## src/rtl/fetch_pkg.sv

```systemverilog
// Shared fetch-stage types and helpers.
// Imported by the fetch sequencer.
package fetch_pkg;

    typedef enum logic [1:0] {
        IDLE  = 2'd0,
        RUN   = 2'd1,
        END   = 2'd2,
        FAULT = 2'd3
    } fetch_state_t;

    localparam int INSTR_BYTES = 4;

    // Word-aligned and inside the loaded program image.
    function automatic logic pc_in_range(
        input logic [63:0] pc,
        input int unsigned len
    );
        return (pc[1:0] == 2'b00) && ((pc >> 2) < 64'(len));
    endfunction

endpackage

```

## src/rtl/fetch_sequencer.sv

```systemverilog
// Instruction fetch sequencer for a 1-cycle synchronous ROM.
// Valid/ready delivery to decode with redirect and fault detection.
module fetch_sequencer
    import fetch_pkg::*;
#(
    parameter int                    ADDR_WIDTH     = 32,
    parameter int                    DATA_WIDTH     = 32,
    parameter int                    PROGRAM_LENGTH = 10,
    parameter logic [ADDR_WIDTH-1:0] RESET_PC       = '0
) (
    input  logic                  clk,
    input  logic                  rst_n,
    input  logic                  start_i,
    output logic [ADDR_WIDTH-1:0] rom_addr_o,
    input  logic [DATA_WIDTH-1:0] rom_data_i,
    output logic                  instr_valid_o,
    output logic [DATA_WIDTH-1:0] instr_o,
    output logic [ADDR_WIDTH-1:0] instr_pc_o,
    input  logic                  instr_ready_i,
    input  logic                  redirect_i,
    input  logic [ADDR_WIDTH-1:0] redirect_pc_i,
    output logic                  halted_o,
    output logic                  fault_o,
    output logic [31:0]           fetch_count_o
);

    fetch_state_t          state_q, state_d;
    logic [ADDR_WIDTH-1:0] req_pc_q, req_pc_d;
    logic [ADDR_WIDTH-1:0] rsp_pc_q, rsp_pc_d;
    logic                  rsp_valid_q, rsp_valid_d;
    logic [31:0]           count_q;
    logic                  stall, fire;
    logic                  redir_ok, req_ok, reset_ok;

    assign redir_ok = pc_in_range(64'(redirect_pc_i), PROGRAM_LENGTH);
    assign req_ok   = pc_in_range(64'(req_pc_q), PROGRAM_LENGTH);
    assign reset_ok = pc_in_range(64'(RESET_PC), PROGRAM_LENGTH);

    always_ff @(posedge clk or negedge rst_n) begin
        if (!rst_n) begin
            state_q     <= IDLE;
            req_pc_q    <= RESET_PC;
            rsp_pc_q    <= '0;
            rsp_valid_q <= 1'b0;
        end else begin
            state_q     <= state_d;
            req_pc_q    <= req_pc_d;
            rsp_pc_q    <= rsp_pc_d;
            rsp_valid_q <= rsp_valid_d;
        end
    end

    always_comb begin
        state_d     = state_q;
        req_pc_d    = req_pc_q;
        rsp_pc_d    = rsp_pc_q;
        rsp_valid_d = rsp_valid_q;
        unique case (1'b1)
            (state_q == IDLE): begin
                if (start_i) begin
                    if (reset_ok) begin
                        state_d  = RUN;
                        req_pc_d = RESET_PC;
                    end else begin
                        state_d = FAULT;
                    end
                end
            end
            (state_q == RUN): begin
                if (redirect_i) begin
                    if (!redir_ok) begin
                        state_d = FAULT;
                    end else begin
                        req_pc_d    = redirect_pc_i;
                        rsp_valid_d = 1'b0;
                    end
                end else if (stall) begin
                    state_d = state_q;
                end else if (req_ok) begin
                    rsp_pc_d    = req_pc_q;
                    rsp_valid_d = 1'b1;
                    req_pc_d    = req_pc_q + ADDR_WIDTH'(INSTR_BYTES);
                end else begin
                    // Drain the last response before declaring END.
                    rsp_valid_d = 1'b0;
                    if (!rsp_valid_q) state_d = END;
                end
            end
            (state_q == END): begin
                if (redirect_i) begin
                    if (redir_ok) begin
                        state_d  = RUN;
                        req_pc_d = redirect_pc_i;
                    end else begin
                        state_d = FAULT;
                    end
                end
            end
            (state_q == FAULT): begin
                state_d = FAULT;
            end
            default: state_d = state_q;
        endcase
    end

    always_comb begin
        instr_valid_o = rsp_valid_q && (state_q == RUN);
        halted_o      = (state_q == END);
        fault_o       = (state_q == FAULT);
        instr_pc_o    = rsp_pc_q;
        instr_o       = rom_data_i;
        stall         = instr_valid_o && !instr_ready_i;
        fire          = instr_valid_o && instr_ready_i;
        // Re-read the held word so the ROM output stays put while stalled.
        rom_addr_o    = stall ? (rsp_pc_q >> 2) : (req_pc_q >> 2);
    end

    always_ff @(posedge clk or negedge rst_n) begin
        if (!rst_n) begin
            count_q <= '0;
        end else if (fire && (count_q != '1)) begin
            count_q <= count_q + 32'd1;
        end
    end

    assign fetch_count_o = count_q;

endmodule
```

## config.mk

```make
export PLATFORM = sky130hd
export DESIGN_NAME = fetch_sequencer
export DESIGN_NICKNAME = d
export VERILOG_FILES = /design/src/rtl/fetch_pkg.sv /design/src/rtl/fetch_sequencer.sv
export SDC_FILE = /design/constraint.sdc
export NUM_CORES = 1
export LEC_CHECK = 0
export ABC_AREA = 1
export BUFFER_PORTS_ARGS = -buffer_cell sky130_fd_sc_hd__buf_2
export CAP_MARGIN = 5
export CORE_MARGIN = 2
export CORE_UTILIZATION = 48
export DETAILED_ROUTE_END_ITERATION = 10
export PLACE_DENSITY = 0.85
export SETUP_SLACK_MARGIN = 0.1
export SLEW_MARGIN = 15
export SYNTH_ARGS = -nofsm -noshare
export SYNTH_HDL_FRONTEND = slang
export SYNTH_SLANG_ARGS = --single-unit
```

## constraint.sdc

```tcl
create_clock -name clk -period 1.7 [get_ports clk]
set_input_delay 0.17 -clock clk [delete_from_list [all_inputs] [get_ports clk]]
set_output_delay 0.17 -clock clk [all_outputs]
set_load 0.01 [all_outputs]
```

==> flow_summary.ini <==
[run_status]
status = finished with violations
violations = negative setup slack

[clock_network]
cts_tree = done
clk_latency_ns = 0.36
cts_buffer_depth = 2
h-tree-depth = 3
clockRootBuffer = clkbuf_16
numCtsBuffers = 9
clock_sinks = 99
clk_pin_slew_ns = 0.08

[critical_path]
arrival_ns = 2.38
crit_type = flop to flop
worstSetupEndpointType = flop
required_ns = 2.00
timing.rr.start = state_q[1]
critPathMaxFanout = 19
setup.worst_path.start = state_q[1]
cp-start-kind = flop

[final_layout]
diodes = 0
fill_cells = 931
regArea_mm2 = 0.00248
layout_common_cells = nand2_1, buf_2, nor2_1
nNetsFinal = 1324
syn_to_final_growth_pct = 41.0
layout_commonest_cell = nand2_1
fin_util_pct = 69.7
final_layout_size_suffix_gt1_share_pct = 36.8
multi_input_area_mm2 = 0.00401

[synth]
synth_top_family_by_area = simple AND/OR/NAND/NOR gates
synth_compound_gate_area_share_pct = 7.82
muxShareOfSynthArea_pct = 0
synth_top_cell_area_share_pct = 35.9
ys_top_cells_by_area = dfrtp_1, nand2_1, nand3_1, nor2_1, inv_1
synth_cells = 1038
ys_warn_count = 0
yosysTopAreaCell = dfrtp_1
synth_seq_area_share_pct = 35.9
ys_ff_latch = 99
synth_xor_xnor_area_share_pct = 3.30
synthesis.area_mm2 = 0.00689
synthAdderAreaFrac_pct = 1.09
synth.distinct_cells = 39
syn_area_per_cell_um2 = 6.64
synth-simple-area-share_pct = 38.2

[global_routing]
antenna_found_initial = 0
grt_usage_pct = 29.3
grt_max_degree = 44
first_global_vias = 7374
overflow = 0
grt_pass1_wl_um = 35200

[floorplan]
core_mm2 = 0.0139
pin_count = 200
initial_core_util_pct = 49.5
die_h_um = 124
die_area_mm2 = 0.0153
num_rows = 43
die_w_um = 124

[power]
p_leak_nw = 5.06
comb_power_share_pct = 55.9
p_sw_mw = 4.71
clkPwrFrac_pct = 19.9
swShare_pct = 41.7
vdd_drop_max_uv = 787
power_frac_seq_pct = 24.2
powerDensity_mw_per_mm2 = 1160
p_int_mw = 6.58
total_power_mw = 11.3

[drt]
ant_nets = 0
drc = 0
drt_iter0_markers = 1076
post_drt_wl_per_cell_um = 17.4
drt_pass1_iterations = 9
vias = 8166
vias_per_cell = 5.69
routed_wl_um = 25000

[place]
io_buffer_count = 133
dp_hpwl_um = 14200
place_congestion = 0.963

[job]
max-cap-violations = 0

[min_path]
hold_path.startpoint = redirect_pc_i[2]
min-delay-path-class = primary input to flop

[sta]
finalHoldViolCount = 0
hold-worst-slack_ns = 0.232
drv_slew = 0
finalClockSkew_ns = 0.00829
setup_viol = 127
rsz0062_at_grt = yes
layout_min_cycle_time_ns = 2.07
layout_setup_ws_ns = -0.374
fin_crit_sh_pct = 122
fmax_mhz = 482
-- per-layer routing --
metal  GRT usage (%)  vias to the layer above  share of wire, %  routed length (µm)
met5               0                        -                 0                   0
met3            6.27                      161                10                2510
met1            35.5                     3758                36                8920
li1                -                     3650                 -                   -
met4            12.8                        0               6.1                1520
met2            50.0                      597                48               12000
-- area by class of cell --
| type | instances | area share, % |
|---|---|---|
| clock buffer | 9 | 2.32 |
| clock inverter | 7 | 0.901 |
| inverter | 112 | 4.66 |
| multi-input combinational | 746 | 41.2 |
| sequential | 99 | 25.5 |
| tap | 180 | 2.32 |
| timing repair buffer | 279 | 22.9 |
| timing repair inverter | 2 | 0.180 |
-- stage by stage --
step                      TNS, ns  setup WS (ns)  instance area [µm²]  std cells
after CTS                   -9.86         -0.192                 9230       1425
final                      -21.34         -0.374                 9720       1434
after floorplan                 0         0.0528                 6930       1039
after detailed placement    -2.93         -0.109                 8220       1372
after global placement     -0.873        -0.0354                 8220       1372
after global routing       -27.83         -0.379                 9720       1434
-- cells by family (layout without fill, tap and decap cells) --
logic type,count (synthesis),count (layout)
AND/OR/NAND/NOR,616,616
adder cells (fa/ha/maj),6,6
flip-flops,99,99
XOR/XNOR,26,26
other,1,2
buffers and inverters,194,409
AO/OA/AOI/OAI,96,96
-- Yosys cell counts, drive strengths merged --
cell type / count
ha: 6
nand3: 103
or2: 2
and2: 3
dfrtp: 99
buf: 67
a21oi: 10
xor2: 16
o21ai: 79
nor3b: 1
nand4: 12
conb: 1
nand2: 326
o211ai: 2
inv: 112
clkbuf: 15
a21boi: 1
o311ai: 1
nor3: 21
nor2: 142
nand3b: 6
xnor2: 10
a31oi: 1
o21bai: 2
-- power by group through the flow --
stage	Clock, mW	Sequential (mW)	Combinational, mW
2_1_floorplan	0	2.84	2.08
3_5_place_dp	0	2.75	3.54
5_1_grt	2.33	2.75	6.53
6_report	2.25	2.73	6.31
4_1_cts	2.24	2.72	5.25
3_3_place_gp	0	2.74	3.46
-- registers in the layout, summed over array words and instances, names as in the netlist --
signal	cells
fetch_count_o	32
instr_pc_o	32
req_pc_q	32
state_q	2
rsp_valid_q	1
-- worst max-delay path: stages, from the launching register on --
cell and delay [ns]:
dfrtp_1 0.41, inv_2 0.10, ha_4 0.16, buf_4 0.13, inv_2 0.05, nor2_4 0.15
buf_4 0.30, nand2_1 0.12, o21ai_0 0.40, nand2_2 0.11, nand2_1 0.09
-- path summary, 6_finish.rpt --
path / to / slack (ns) / cells after the start
worst max-delay path: req_pc_q[17] / -0.37 / 10
worst min-delay path: req_pc_q[2] / 0.23 / 6
worst max register to register: req_pc_q[17] / -0.37 / 10
worst min register to register: instr_pc_o[1] / 0.53 / 2
max in group asynchronous: req_pc_q[13] / 0.85 / 3
min in group asynchronous: fetch_count_o[1] / 0.28 / 2
-- what timing repair did --
action | CTS | global route
setup buffers | 26 | 6
gates cloned | 10 | 4
resized for setup | 106 | 119
hold endpoints to repair | 26 | 0
endpoints found under the setup margin | 120 | 129
hold buffers | 1 | 0
pin swaps | 19 | 25
No activity file was read; power rests on OpenSTA's default activity.
